## src/rtl/busca_instrucao.sv

```systemverilog
// Instruction-fetch stage: holds the PC, reads instruction memory over
// req/ack and hands each word to the decoder over valid/stall.
module busca_instrucao #(
   parameter logic [31:0] RESET_PC = 32'd0
) (
   input  logic        clock,
   input  logic        resetCPU,
   input  logic [31:0] novoEndereco,
   output logic [31:0] endereco,
   output logic        mem_req,
   output logic [31:0] mem_addr,
   input  logic        mem_ack,
   input  logic [31:0] mem_rdata,
   input  logic        stall,
   output logic [31:0] instrucao,
   output logic [31:0] instrucao_pc,
   output logic        instrucao_valida,
   output logic [31:0] contador_instrucoes
);

   typedef enum logic [1:0] {
      INICIO,
      BUSCA,
      ENTREGA
   } estado_t;

   estado_t estado;

   assign mem_req  = (estado == BUSCA);
   assign mem_addr = endereco;

   always_ff @(posedge clock) begin
      if (resetCPU) begin
         estado              <= INICIO;
         endereco            <= RESET_PC;
         instrucao           <= 32'd0;
         instrucao_pc        <= 32'd0;
         instrucao_valida    <= 1'b0;
         contador_instrucoes <= 32'd0;
      end else begin
         unique case (estado)
            INICIO: begin
               estado <= BUSCA;
            end
            BUSCA: begin
               if (mem_ack) begin
                  instrucao        <= mem_rdata;
                  instrucao_pc     <= endereco;
                  instrucao_valida <= 1'b1;
                  estado           <= ENTREGA;
               end
            end
            ENTREGA: begin
               // accept: PC follows the adder, count wraps naturally
               if (!stall) begin
                  endereco            <= novoEndereco;
                  instrucao_valida    <= 1'b0;
                  contador_instrucoes <= contador_instrucoes + 32'd1;
                  estado              <= BUSCA;
               end
            end
            default: begin
               estado <= INICIO;
            end
         endcase
      end
   end

endmodule

```

## config.mk

```make
export PLATFORM = sky130hd
export DESIGN_NAME = busca_instrucao
export DESIGN_NICKNAME = d
export VERILOG_FILES = /design/src/rtl/busca_instrucao.sv
export SDC_FILE = /design/constraint.sdc
export NUM_CORES = 1
export LEC_CHECK = 0
export ABC_AREA = 1
export BUFFER_PORTS_ARGS = -buffer_cell sky130_fd_sc_hd__buf_4
export CAP_MARGIN = 20
export CORE_MARGIN = 2
export CORE_UTILIZATION = 41
export CTS_CLUSTER_DIAMETER = 200
export DETAILED_ROUTE_END_ITERATION = 8
export HOLD_SLACK_MARGIN = 0.05
export PLACE_DENSITY_LB_ADDON = 0.15
export SYNTH_ARGS = -nofsm -noshare
export SYNTH_HDL_FRONTEND = slang
export SYNTH_SLANG_ARGS = --single-unit
export TNS_END_PERCENT = 1
```

## constraint.sdc

```tcl
create_clock -name clock -period 3.4 [get_ports clock]
set_input_delay 0.51 -clock clock [delete_from_list [all_inputs] [get_ports clock]]
set_output_delay 0.51 -clock clock [all_outputs]
set_load 0.01 [all_outputs]
```

# Word-level counts from Yosys, hierarchy flattened
# Cells that the tools add are included.
classes:
  n_mux: 6
  bitwise_logic: 1
  n_addsub: 1
  n_div: 0
  order_cmp: 0
  shift: 0
  n_reduce_logical: 6
  mul: 0
  n_eq_ne: 4
op_table:
  columns: ["operator", "n"]
  rows:
  - ["$add 32x1->32 const B", 1]
  - ["$pmux 2 s3", 1]
  - ["$reduce_and 2->1", 3]
  - ["$mux 2", 2]
  - ["$reduce_and 3->1", 1]
  - ["$eq 2x1->1 const B", 1]
  - ["$eq 2x2->1 const B", 1]
  - ["$logic_not 2->1", 1]
  - ["$mux 1", 2]
  - ["$ne 2x1->1 const B", 1]
  - ["$ne 2x2->1 const B", 1]
  - ["$pmux 1 s2", 1]
  - ["$reduce_bool 2->1", 1]
  - ["$not 1->1", 1]
word_totals:
  reg_bits: 131
  inputBits: 68
  elab_cells: 24
  latchBits: 0
  mem_bits_ro: 0
  mem_bits_rw: 0
  n_memories: 0

# Longest topological paths before layout
# Gate-level depths: netlist of run 1.
depth:
  ltp_word: 3
  mapped_depth: 10
  ltp_nobuf: 10

# Worst setup path before layout of run 1
# No wires, ideal clock.
synth_timing:
  path_kind: "register -> register"
  from: "register estado[0]"
  to: "register contador_instrucoes[1]"
  arrival_time_ps: 1388
  required_time_ps: 3284
  stages_incl_launch_ff: 9
  setup_slack_ps: 1896
  n_path_buf: 2
  path_cell_list: "dfxtp_1 inv_1 ha_1 nand2_4 buf_4 clkinv_1 buf_2 nor2_1 nor2_1"
synth_via:
  elab_chain_cells: 2
synth_lines:
  columns: ["element", "line_no", "text"]
  rows:
  - ["start: declaration", "27", "estado_t estado;"]
  - ["start signal: assignment", "34", "estado <= INICIO;"]
  - ["start signal: assignment", "43", "estado <= BUSCA;"]
  - ["start signal: assignment", "50", "estado <= ENTREGA;"]
  - ["$eq 2x2->1", "41", "unique case (estado)"]
  - ["$reduce_and 2->1 (no source line)", null, null]
  - ["end signal: assignment", "58", "contador_instrucoes <= contador_instrucoes + 32'd1;"]
  - ["end: declaration", "18", "output logic [31:0] contador_instrucoes"]
# No other way between the ends.
# A chain may end at the register's enable or synchronous reset.

# Worst setup path in the final report of run 1
layout_timing:
  from: "register estado[0]"
  to: "register endereco[28]"
layout_via:
  elab_chain_cells: 2
layout_lines:
  columns: ["element", "line_no", "text"]
  rows:
  - ["$eq 2x2->1", "41", null]
  - ["$reduce_and 2->1 (no source line)", null, null]
  - ["end signal: assignment", "56", "endereco <= novoEndereco;"]
  - ["end: declaration", "9", "output logic [31:0] endereco,"]
# No other way between the ends.

==> impl_metrics.csv, run 1 <==
group,metric,value,unit
synth,yosysTopAreaCellShare,0.478,
layout,finalInstanceArea,0.00771,mm²
sta,fmax,0.525,GHz
setup_path,path_cells,"inv_1 > ha_1 > nand2_4 > clkinv_1 > buf_4 > nor2_1 > nor2_1",
clock_network,holdBufCountCts,0,
setup_path,cpMaxStageDelayCell,"nand2_4",
die,placementRows,42,
run_status,outcome,"finished clean",
synth,synth_area_leader_cell,"dfxtp_1",
layout,nets,1008,
global_routing,grtUsageTotal,0.207,
clock_network,cts_root_buf,"clkbuf_16",
global_routing,antenna_found_initial,0,
die,die_width,120,µm
synth,synthDistinctLibCells,28,
worst_hold_path,min-delay-path-class,"input port to flop",
detailed_routing,drc,0,
synth,yosysSeqAreaShare,0.478,
pwr,powerDensity,700,mW/mm²
layout,multiInputGateArea,0.00230,mm²
setup_path,reg2reg_depth,7,
synth,synth_ff_type,"dfxtp_1",
die,io_pins,230,
sta,tns,0,ps
setup_path,reg2reg_to,"endereco[28]$_SDFFE_PP0P_",
global_routing,grt_pass1_wl,23300,µm
global_routing,grt_max_degree,65,
clock_network,path_clk_slew,50,ps
placement,placed_cells,1092,
setup_path,max_stage_delay,370,ps
die,coreArea,0.0131,mm²
clock_network,cts-resized-gates,0,
detailed_routing,first_pass_iters,4,
pwr,finalPower,5.40,mW
detailed_routing,ant_nets,0,
placement,routabilityCongestion,0.817,
synth,syn_nets,820,
sta,fin_skew,6.19,ps
global_routing,grt_pass1_vias,4577,
clock_network,clock-sinks,131,
global_routing,grt-ovfl-total,0,
clock_network,cts_buffer_depth,2,
synth,synth_seq_cells,131,
detailed_routing,via_per_inst,4.62,
synth,syn-cell-area,0.00549,mm²
placement,dpl.hpwl,10700,µm
layout,layout-drive-gt1-share,0.300,
worst_hold_path,holdPathStages,3,
layout,fillCellCount,1293,
sta,tightest_slew,736,ps
clock_network,h-tree-depth,4,
synth,synth_area_per_cell,7.34,µm²
sta,finalCritPeriodShare,0.560,
synth,synth_edf_count,0,
die,die_h,120,µm
layout,final_cell_mix,"245 x nor2_1, 234 x buf_4, 131 x dfxtp_1",
clock_network,post-cts-setup-buffers,0,
synth,ys_warn_count,0,
layout,layoutNonFillerInstCount,1120,
clock_network,numCtsBuffers,17,
setup_path,r2r_setup_slack,1500,ps
sta,slew_violations,0,
synth,syn_inst,747,
layout,antenna_cells,0,
placement,portBuffers,229,
sta,setup_viol,0,
synth,synthTopCellsByArea,"dfxtp_1 48%, nor2_1 17%, o21ai_0 9.9%",
die,die_area,0.0143,mm²
setup_path,r2r_start,"estado[0]$_SDFFE_PP0P_",
setup_path,critPathArrivalTime,2210,ps
placement,post_dp_cell_area,0.00710,mm²
layout,seq_area,0.00262,mm²
synth,ys_async_sr_fraction,0,
detailed_routing,wl,14800,µm
setup_path,critPathMostFrequentCell,"nor2_1",
layout,area_delta_synth_final,40.6,%
run,drv_cap,0,
detailed_routing,drt_iter0_drc,355,
die,start_util,0.418,
setup_path,path_class,"flop to flop",
setup_path,startpoint_type,"flop",
sta,hold_viol_final,0,
worst_hold_path,hold_start,"mem_rdata[16]",
detailed_routing,vias,5176,
pwr,ir_worst_vdd,0.000293,V
setup_path,end_kind,"flop",
clock_network,cts_tree,"done",
layout,final_common_cell,"nor2_1",
setup_path,cp.required,3700,ps
clock_network,clock_latency,420,ps
detailed_routing,route.detailed.wl_per_inst,13.2,µm
sta,slew_headroom,0.508,
sta,rsz0062_at_grt,"false",
sta,period_minus_slack,1900,ps
setup_path,path_max_fanout,41,
worst_hold_path,worst_hold_path.endpoint,"instrucao[16]$_SDFFE_PP0P_",
pwr,leakage,3.50,nW
==> cell usage after synthesis (2+ instances only) <==
cell type  number
nand3_1        23
inv_2           2
nor3_1          3
nand3_2         2
clkbuf_1       26
xor2_1          3
o21ai_0       109
buf_2           5
buf_4          35
a21oi_1        15
nand2_1        70
nor2_4          9
nor2_1        245
inv_1          45
ha_1            5
nand2_4         3
dfxtp_1       131
nand4_1         6
==> final cells by class <==
| cell class | instances | area share |
|---|---|---|
| clock buffers | 23 | 0.0633 |
| clock inverters | 5 | 0.0162 |
| inverters | 48 | 0.0234 |
| multi-input cells | 502 | 0.298 |
| flip-flops and latches | 131 | 0.340 |
| well taps | 176 | 0.0286 |
| repair buffers | 235 | 0.230 |
==> registers in the layout, summed over array words and instances (netlist names) <==
signal / cells
instrucao_valida: 1
instrucao_pc: 32
endereco: 32
estado: 2
instrucao: 32
contador_instrucoes: 32
==> per-layer routing <==
| metal | track usage | up-vias | wire length, µm |
|---|---|---|---|
| li1 | - | 2705 | - |
| met1 | 0.261 | 2282 | 6470 |
| met2 | 0.339 | 163 | 7070 |
| met3 | 0.0537 | 26 | 921 |
| met4 | 0.0838 | 0 | 318 |
| met5 | 0 | - | 0 |
==> worst max-delay path by stage <==
stage,start,endpoint,slack [ps],cells after the start
2_1_floorplan,estado[0]$_SDFFE_PP0P_,contador_instrucoes[1]$_SDFFE_PP0P_,1900,8
3_3_place_gp,resetCPU,contador_instrucoes[8]$_SDFFE_PP0P_,1490,5
3_5_place_dp,resetCPU,contador_instrucoes[17]$_SDFFE_PP0P_,1470,5
4_1_cts,estado[0]$_SDFFE_PP0P_,endereco[25]$_SDFFE_PP0P_,1450,7
5_1_grt,estado[0]$_SDFFE_PP0P_,endereco[30]$_SDFFE_PP0P_,1240,7
6_report,estado[0]$_SDFFE_PP0P_,endereco[28]$_SDFFE_PP0P_,1500,7
==> cells by family (layout without fill, tap and decap cells) <==
family                   Yosys count  after routing  share of synthesized area
AO/OA/AOI/OAI                    126            126                      0.116
XOR/XNOR                           3              3                    0.00479
adder cells (fa/ha/maj)            5              5                     0.0114
buffers and inverters            114            311                      0.103
flip-flops                       131            131                      0.478
AND/OR/NAND/NOR                  368            368                      0.287
==> power breakdown <==
group | internal (mW) | total, mW | switching (mW)
sequential | 1.82 | 2.02 | 0.194
combinational | 0.698 | 1.47 | 0.772
clock | 1.29 | 1.91 | 0.624
==> through the flow <==
step	utilization	hold WS (ps)	setup slack [ps]
2_1_floorplan	-	479	1900
3_3_place_gp	0.540	456	1490
3_5_place_dp	0.540	457	1470
4_1_cts	0.587	328	1450
5_1_grt	0.587	335	1240
6_report	0.587	340	1500
==> critical path: cells and delay by family, from the launching register on <==
| kind | cells | cell delay (ps) |
|---|---|---|
| buffers and inverters | 3 | 620 |
| and+or+nand+nor | 3 | 550 |
| DFF | 1 | 350 |
| adders and majority gates | 1 | 260 |
No activity file was read; power rests on OpenSTA's default activity.
==> inputs of run 2 (changes only) <==
clock period = 1.7 ns   (was 3.4 ns; I/O delays follow)
==> run 2 against run 1 <==
Net effect:
- first-iteration DRC count down 24%
- largest cell class unchanged
- wire length up 1.4%
- final cell count up 0.98%
- via count up 1.4%
- cell area up 1.4%
- critical path depth down 4
- hold slack worse by 240 ps
- die area unchanged
- sequential power up 100%
- largest power group unchanged
- highest routed layer unchanged
==> impl_metrics.csv, run 2 (synthesized netlist as in run 1, its figures left out) <==
group,metric,value,unit
layout,final_common_cell,"nor2_1",
setup_path,cp.required,1440,ps
die,coreArea,0.0131,mm²
placement,placed_cells,1098,
run,drv_cap,0,
detailed_routing,drt_iter0_drc,271,
clock_network,clock-sinks,131,
global_routing,grt_max_degree,78,
worst_hold_path,holdPathStages,3,
sta,fin_ws,152,ps
setup_path,reg2reg_depth,8,
global_routing,grt_pass1_wl,23500,µm
setup_path,reg2reg_to,"contador_instrucoes[22]$_SDFFE_PP0P_",
clock_network,h-tree-depth,4,
run_status,outcome,"finished clean",
die,die_area,0.0143,mm²
clock_network,clock_latency,410,ps
detailed_routing,first_pass_iters,4,
clock_network,cts_root_buf,"clkbuf_16",
worst_hold_path,hold_start,"mem_rdata[21]",
setup_path,cpMaxStageDelayCell,"dfxtp_1",
clock_network,cts_tree,"done",
layout,layout-drive-gt1-share,0.312,
layout,area_delta_synth_final,42.6,%
sta,whs,98.3,ps
setup_path,critPathArrivalTime,1290,ps
pwr,ir_worst_vdd,0.000736,V
die,io_pins,230,
placement,routabilityCongestion,0.818,
worst_hold_path,min-delay-path-class,"input port to flop",
detailed_routing,via_per_inst,4.64,
clock_network,holdBufCountCts,0,
global_routing,antenna_found_initial,0,
sta,fmax,0.646,GHz
die,die_width,120,µm
sta,slew_headroom,0.795,
worst_hold_path,worst_hold_path.endpoint,"instrucao[21]$_SDFFE_PP0P_",
layout,nets,1015,
clock_network,path_clk_slew,60,ps
setup_path,path_cells,"inv_1 > ha_1 > buf_4",
sta,rsz0062_at_grt,"false",
clock_network,numCtsBuffers,17,
pwr,powerDensity,1390,mW/mm²
sta,fin_skew,7.67,ps
sta,setup_viol,0,
sta,tightest_slew,306,ps
detailed_routing,route.detailed.wl_per_inst,13.2,µm
detailed_routing,drc,0,
layout,antenna_cells,0,
sta,finalCritPeriodShare,0.910,
die,placementRows,42,
setup_path,startpoint_type,"flop",
setup_path,r2r_setup_slack,190,ps
placement,dpl.hpwl,10700,µm
layout,final_cell_mix,"245 x nor2_1, 237 x buf_4, 130 x dfxtp_1",
pwr,leakage,3.54,nW
layout,layoutNonFillerInstCount,1131,
global_routing,grt_pass1_vias,4761,
setup_path,path_class,"flop to primary output",
detailed_routing,vias,5250,
detailed_routing,ant_nets,0,
setup_path,max_stage_delay,380,ps
global_routing,grt-ovfl-total,0,
clock_network,cts_buffer_depth,2,
placement,portBuffers,229,
detailed_routing,wl,15000,µm
setup_path,path_max_fanout,4,
sta,hold_viol_final,0,
setup_path,r2r_start,"contador_instrucoes[0]$_SDFFE_PP0P_",
die,start_util,0.418,
layout,fin_util,0.595,
sta,tns,0,ps
setup_path,end_kind,"primary output",
global_routing,grtUsageTotal,0.206,
die,die_h,120,µm
placement,pre_cts_slack,6.22,ps
sta,slew_violations,0,
sta,period_minus_slack,1550,ps
## run 2: critical path: cells and delay by family, from the launching register on
family | cells | cell delay, ps
buf+inv | 2 | 270
flops | 1 | 380
fa+ha+maj | 1 | 230
## run 2: worst max-delay path by stage
stage	startpoint	endpoint	slack [ps]	cells past startpoint
floorplan	estado[0]$_SDFFE_PP0P_	contador_instrucoes[1]$_SDFFE_PP0P_	200	8
global placement	estado[0]$_SDFFE_PP0P_	endereco[30]$_SDFFE_PP0P_	90	7
detailed placement	estado[0]$_SDFFE_PP0P_	endereco[4]$_SDFFE_PP0P_	6	7
CTS	estado[0]$_SDFFE_PP0P_	endereco[4]$_SDFFE_PP0P_	2	7
global route	contador_instrucoes[0]$_SDFFE_PP0P_	contador_instrucoes[22]$_SDFFE_PP0P_	30	8
finish	estado[1]$_SDFFE_PP0P_	mem_req	150	3
## run 2: power breakdown
part | switching [mW] | internal [mW] | leakage, nW
combinational | 1.59 | 1.47 | 2.17
sequential | 0.396 | 3.65 | 1.07
clock | 1.29 | 2.48 | 0.304
## run 2: area by class of cell
cell class                 count  area [µm²]
sequential                   131        2620
fill                        1259        5320
clock inverter                11         159
timing repair buffer         242        1870
tap                          176         220
clock buffer                  21         450
inverter                      48         184
multi-input combinational    502        2310
## run 2: what timing repair did
| item | CTS | global route |
|---|---|---|
| endpoints found under the setup margin | 0 | 43 |
| gates resized for setup | 0 | 8 |
| setup buffers | 0 | 1 |
## run 2: through the flow
step	instance area, µm²	power [mW]
global route	7820	11.5
CTS	7790	11.0
floorplan	5490	5.76
detailed placement	7180	7.17
finish	7820	10.9
global placement	7180	7.12
## run 2: routing by layer
layer | track usage | share of wire | vias to the layer above
met5 | 0 | 0 | -
met4 | 0.0588 | 0.011 | 0
met3 | 0.0523 | 0.057 | 15
met2 | 0.363 | 0.50 | 154
met1 | 0.248 | 0.43 | 2360
li1 | - | - | 2721
==> inputs of run 3 (changes only) <==
ABC_CLOCK_PERIOD_IN_PS = 1700   (was default)
MAX_ROUTING_LAYER = met4   (was default)
==> run 3 against run 2 <==
Net effect:
- critical path depth is the same
- critical endpoint unchanged
- worst setup slack better by 1.1 ps
- cell area stayed put
- power barely moved
- largest power group unchanged
- register-to-register slack about the same
- flip-flop and latch count did not move
- via count up 0.23%
- sequential share of layout area is the same
- first-iteration DRC count grew 8.1%
- critical path type unchanged
- maximum frequency is essentially flat
==> impl_metrics.csv, run 3 (synthesized netlist as in run 1, its figures left out) <==
group,metric,value,unit
clock_network,path_clk_slew,60,ps
clock_network,numCtsBuffers,17,
run,drv_cap,0,
sta,fmax,0.647,GHz
run_status,outcome,"finished clean",
detailed_routing,drt_iter0_drc,293,
die,start_util,0.418,
placement,placed_cells,1098,
setup_path,cp.required,1440,ps
pwr,seqPwrFrac,0.372,
placement,routabilityCongestion,0.830,
detailed_routing,ant_nets,0,
sta,setup_viol,0,
detailed_routing,route.detailed.wl_per_inst,13.3,µm
detailed_routing,drc,0,
setup_path,path_cells,"inv_1 > ha_1 > buf_4",
layout,final_cell_mix,"245 x nor2_1, 237 x buf_4, 130 x dfxtp_1",
setup_path,path_max_fanout,4,
global_routing,grtUsageTotal,0.212,
setup_path,critPathArrivalTime,1290,ps
pwr,swShare,0.302,
setup_path,startpoint_type,"flop",
clock_network,cts_buffer_depth,2,
placement,dpl.hpwl,10700,µm
sta,period_minus_slack,1550,ps
pwr,ir_worst_vdd,0.000734,V
setup_path,cpMaxStageDelayCell,"dfxtp_1",
detailed_routing,top_layer,"met4",
die,die_h,120,µm
detailed_routing,via_per_inst,4.65,
sta,hold_viol_final,0,
layout,layout-drive-gt1-share,0.312,
pwr,p_switching,3.28,mW
pwr,p_int,7.60,mW
setup_path,path_class,"flop to primary output",
detailed_routing,met3_length,868,µm
clock_network,cts_root_buf,"clkbuf_16",
sta,fin_skew,7.78,ps
placement,portBuffers,229,
detailed_routing,vias,5262,
global_routing,antenna_found_initial,0,
sta,finalCritPeriodShare,0.910,
detailed_routing,wl_met1,6580,µm
die,coreArea,0.0131,mm²
global_routing,grt_pass1_vias,4744,
layout,layoutNonFillerInstCount,1131,
setup_path,end_kind,"primary output",
die,die_width,120,µm
die,io_pins,230,
layout,nets,1015,
sta,slew_headroom,0.795,
sta,tns,0,ps
pwr,pwr-share-clk,0.347,
detailed_routing,dr_wl_met2,7390,µm
die,die_area,0.0143,mm²
placement,pre_cts_slack,6.22,ps
worst_hold_path,min-delay-path-class,"input port to flop",
layout,final_common_cell,"nor2_1",
global_routing,grt_max_degree,78,
sta,rsz0062_at_grt,"false",
detailed_routing,wl,15000,µm
clock_network,clock-sinks,131,
die,placementRows,42,
layout,area_delta_synth_final,42.6,%
pwr,powerDensity,1390,mW/mm²
clock_network,h-tree-depth,4,
pwr,p_comb_frac,0.282,
sta,fin_ws,153,ps
sta,whs,99.6,ps
detailed_routing,first_pass_iters,4,
global_routing,grt_pass1_wl,23500,µm
global_routing,grt-ovfl-total,0,
clock_network,clock_latency,410,ps
clock_network,cts_tree,"done",
sta,tightest_slew,306,ps
setup_path,max_stage_delay,380,ps
pwr,leakage,3.54,nW
layout,antenna_cells,0,
sta,slew_violations,0,
## run 3: cell counts in the layout (fill, tap and decap cells not counted)
No cell type changed its count.
## run 3: final cells by class
class / instances / area (µm²)
well taps: 176 / 220
multi-input cells: 502 / 2310
clock inverters: 11 / 159
repair buffers: 242 / 1870
fillers: 1259 / 5320
flip-flops and latches: 131 / 2620
inverters: 48 / 184
clock buffers: 21 / 450
## run 3: critical path, delay by kind of cell (launching register included)
kind	cells	cell delay, ps
fa+ha+maj	1	230
buf+inv	2	270
flops	1	380
## run 3: worst paths after layout
path	to	slack, ps	startpoint	cells after the start
max	mem_req	150	estado[1]$_SDFFE_PP0P_	3
min	instrucao[21]$_SDFFE_PP0P_	100	mem_rdata[21]	3
max reg2reg	contador_instrucoes[22]$_SDFFE_PP0P_	190	contador_instrucoes[0]$_SDFFE_PP0P_	8
min reg2reg	contador_instrucoes[6]$_SDFFE_PP0P_	460	contador_instrucoes[6]$_SDFFE_PP0P_	2
## run 3: power groups by stage
stage	combinational [mW]	clock, mW	sequential, mW
floorplan	1.48	0	4.28
global placement	3.04	0	4.08
detailed placement	3.08	0	4.10
CTS	3.08	3.84	4.04
global route	3.41	3.98	4.12
finish	3.07	3.77	4.04
## run 3: metal layers
layer  vias up  track usage
li1       2720            -
met2       159        0.360
met1      2369        0.250
met5         -            -
met3        14       0.0509
met4         0       0.0610
## run 3: what timing repair did
item / in CTS / in global routing
buffers inserted: 0 / 1
hold buffers: 0 / 0
gates resized for setup: 0 / 8
setup endpoints to repair: 0 / 43
## run 3: through the flow
stage	power, mW	area (µm²)	utilization
2_1_floorplan	5.76	5490	-
3_5_place_dp	7.17	7180	0.547
4_1_cts	11.0	7790	0.593
5_1_grt	11.5	7820	0.595
6_report	10.9	7820	0.595
3_3_place_gp	7.12	7180	0.547
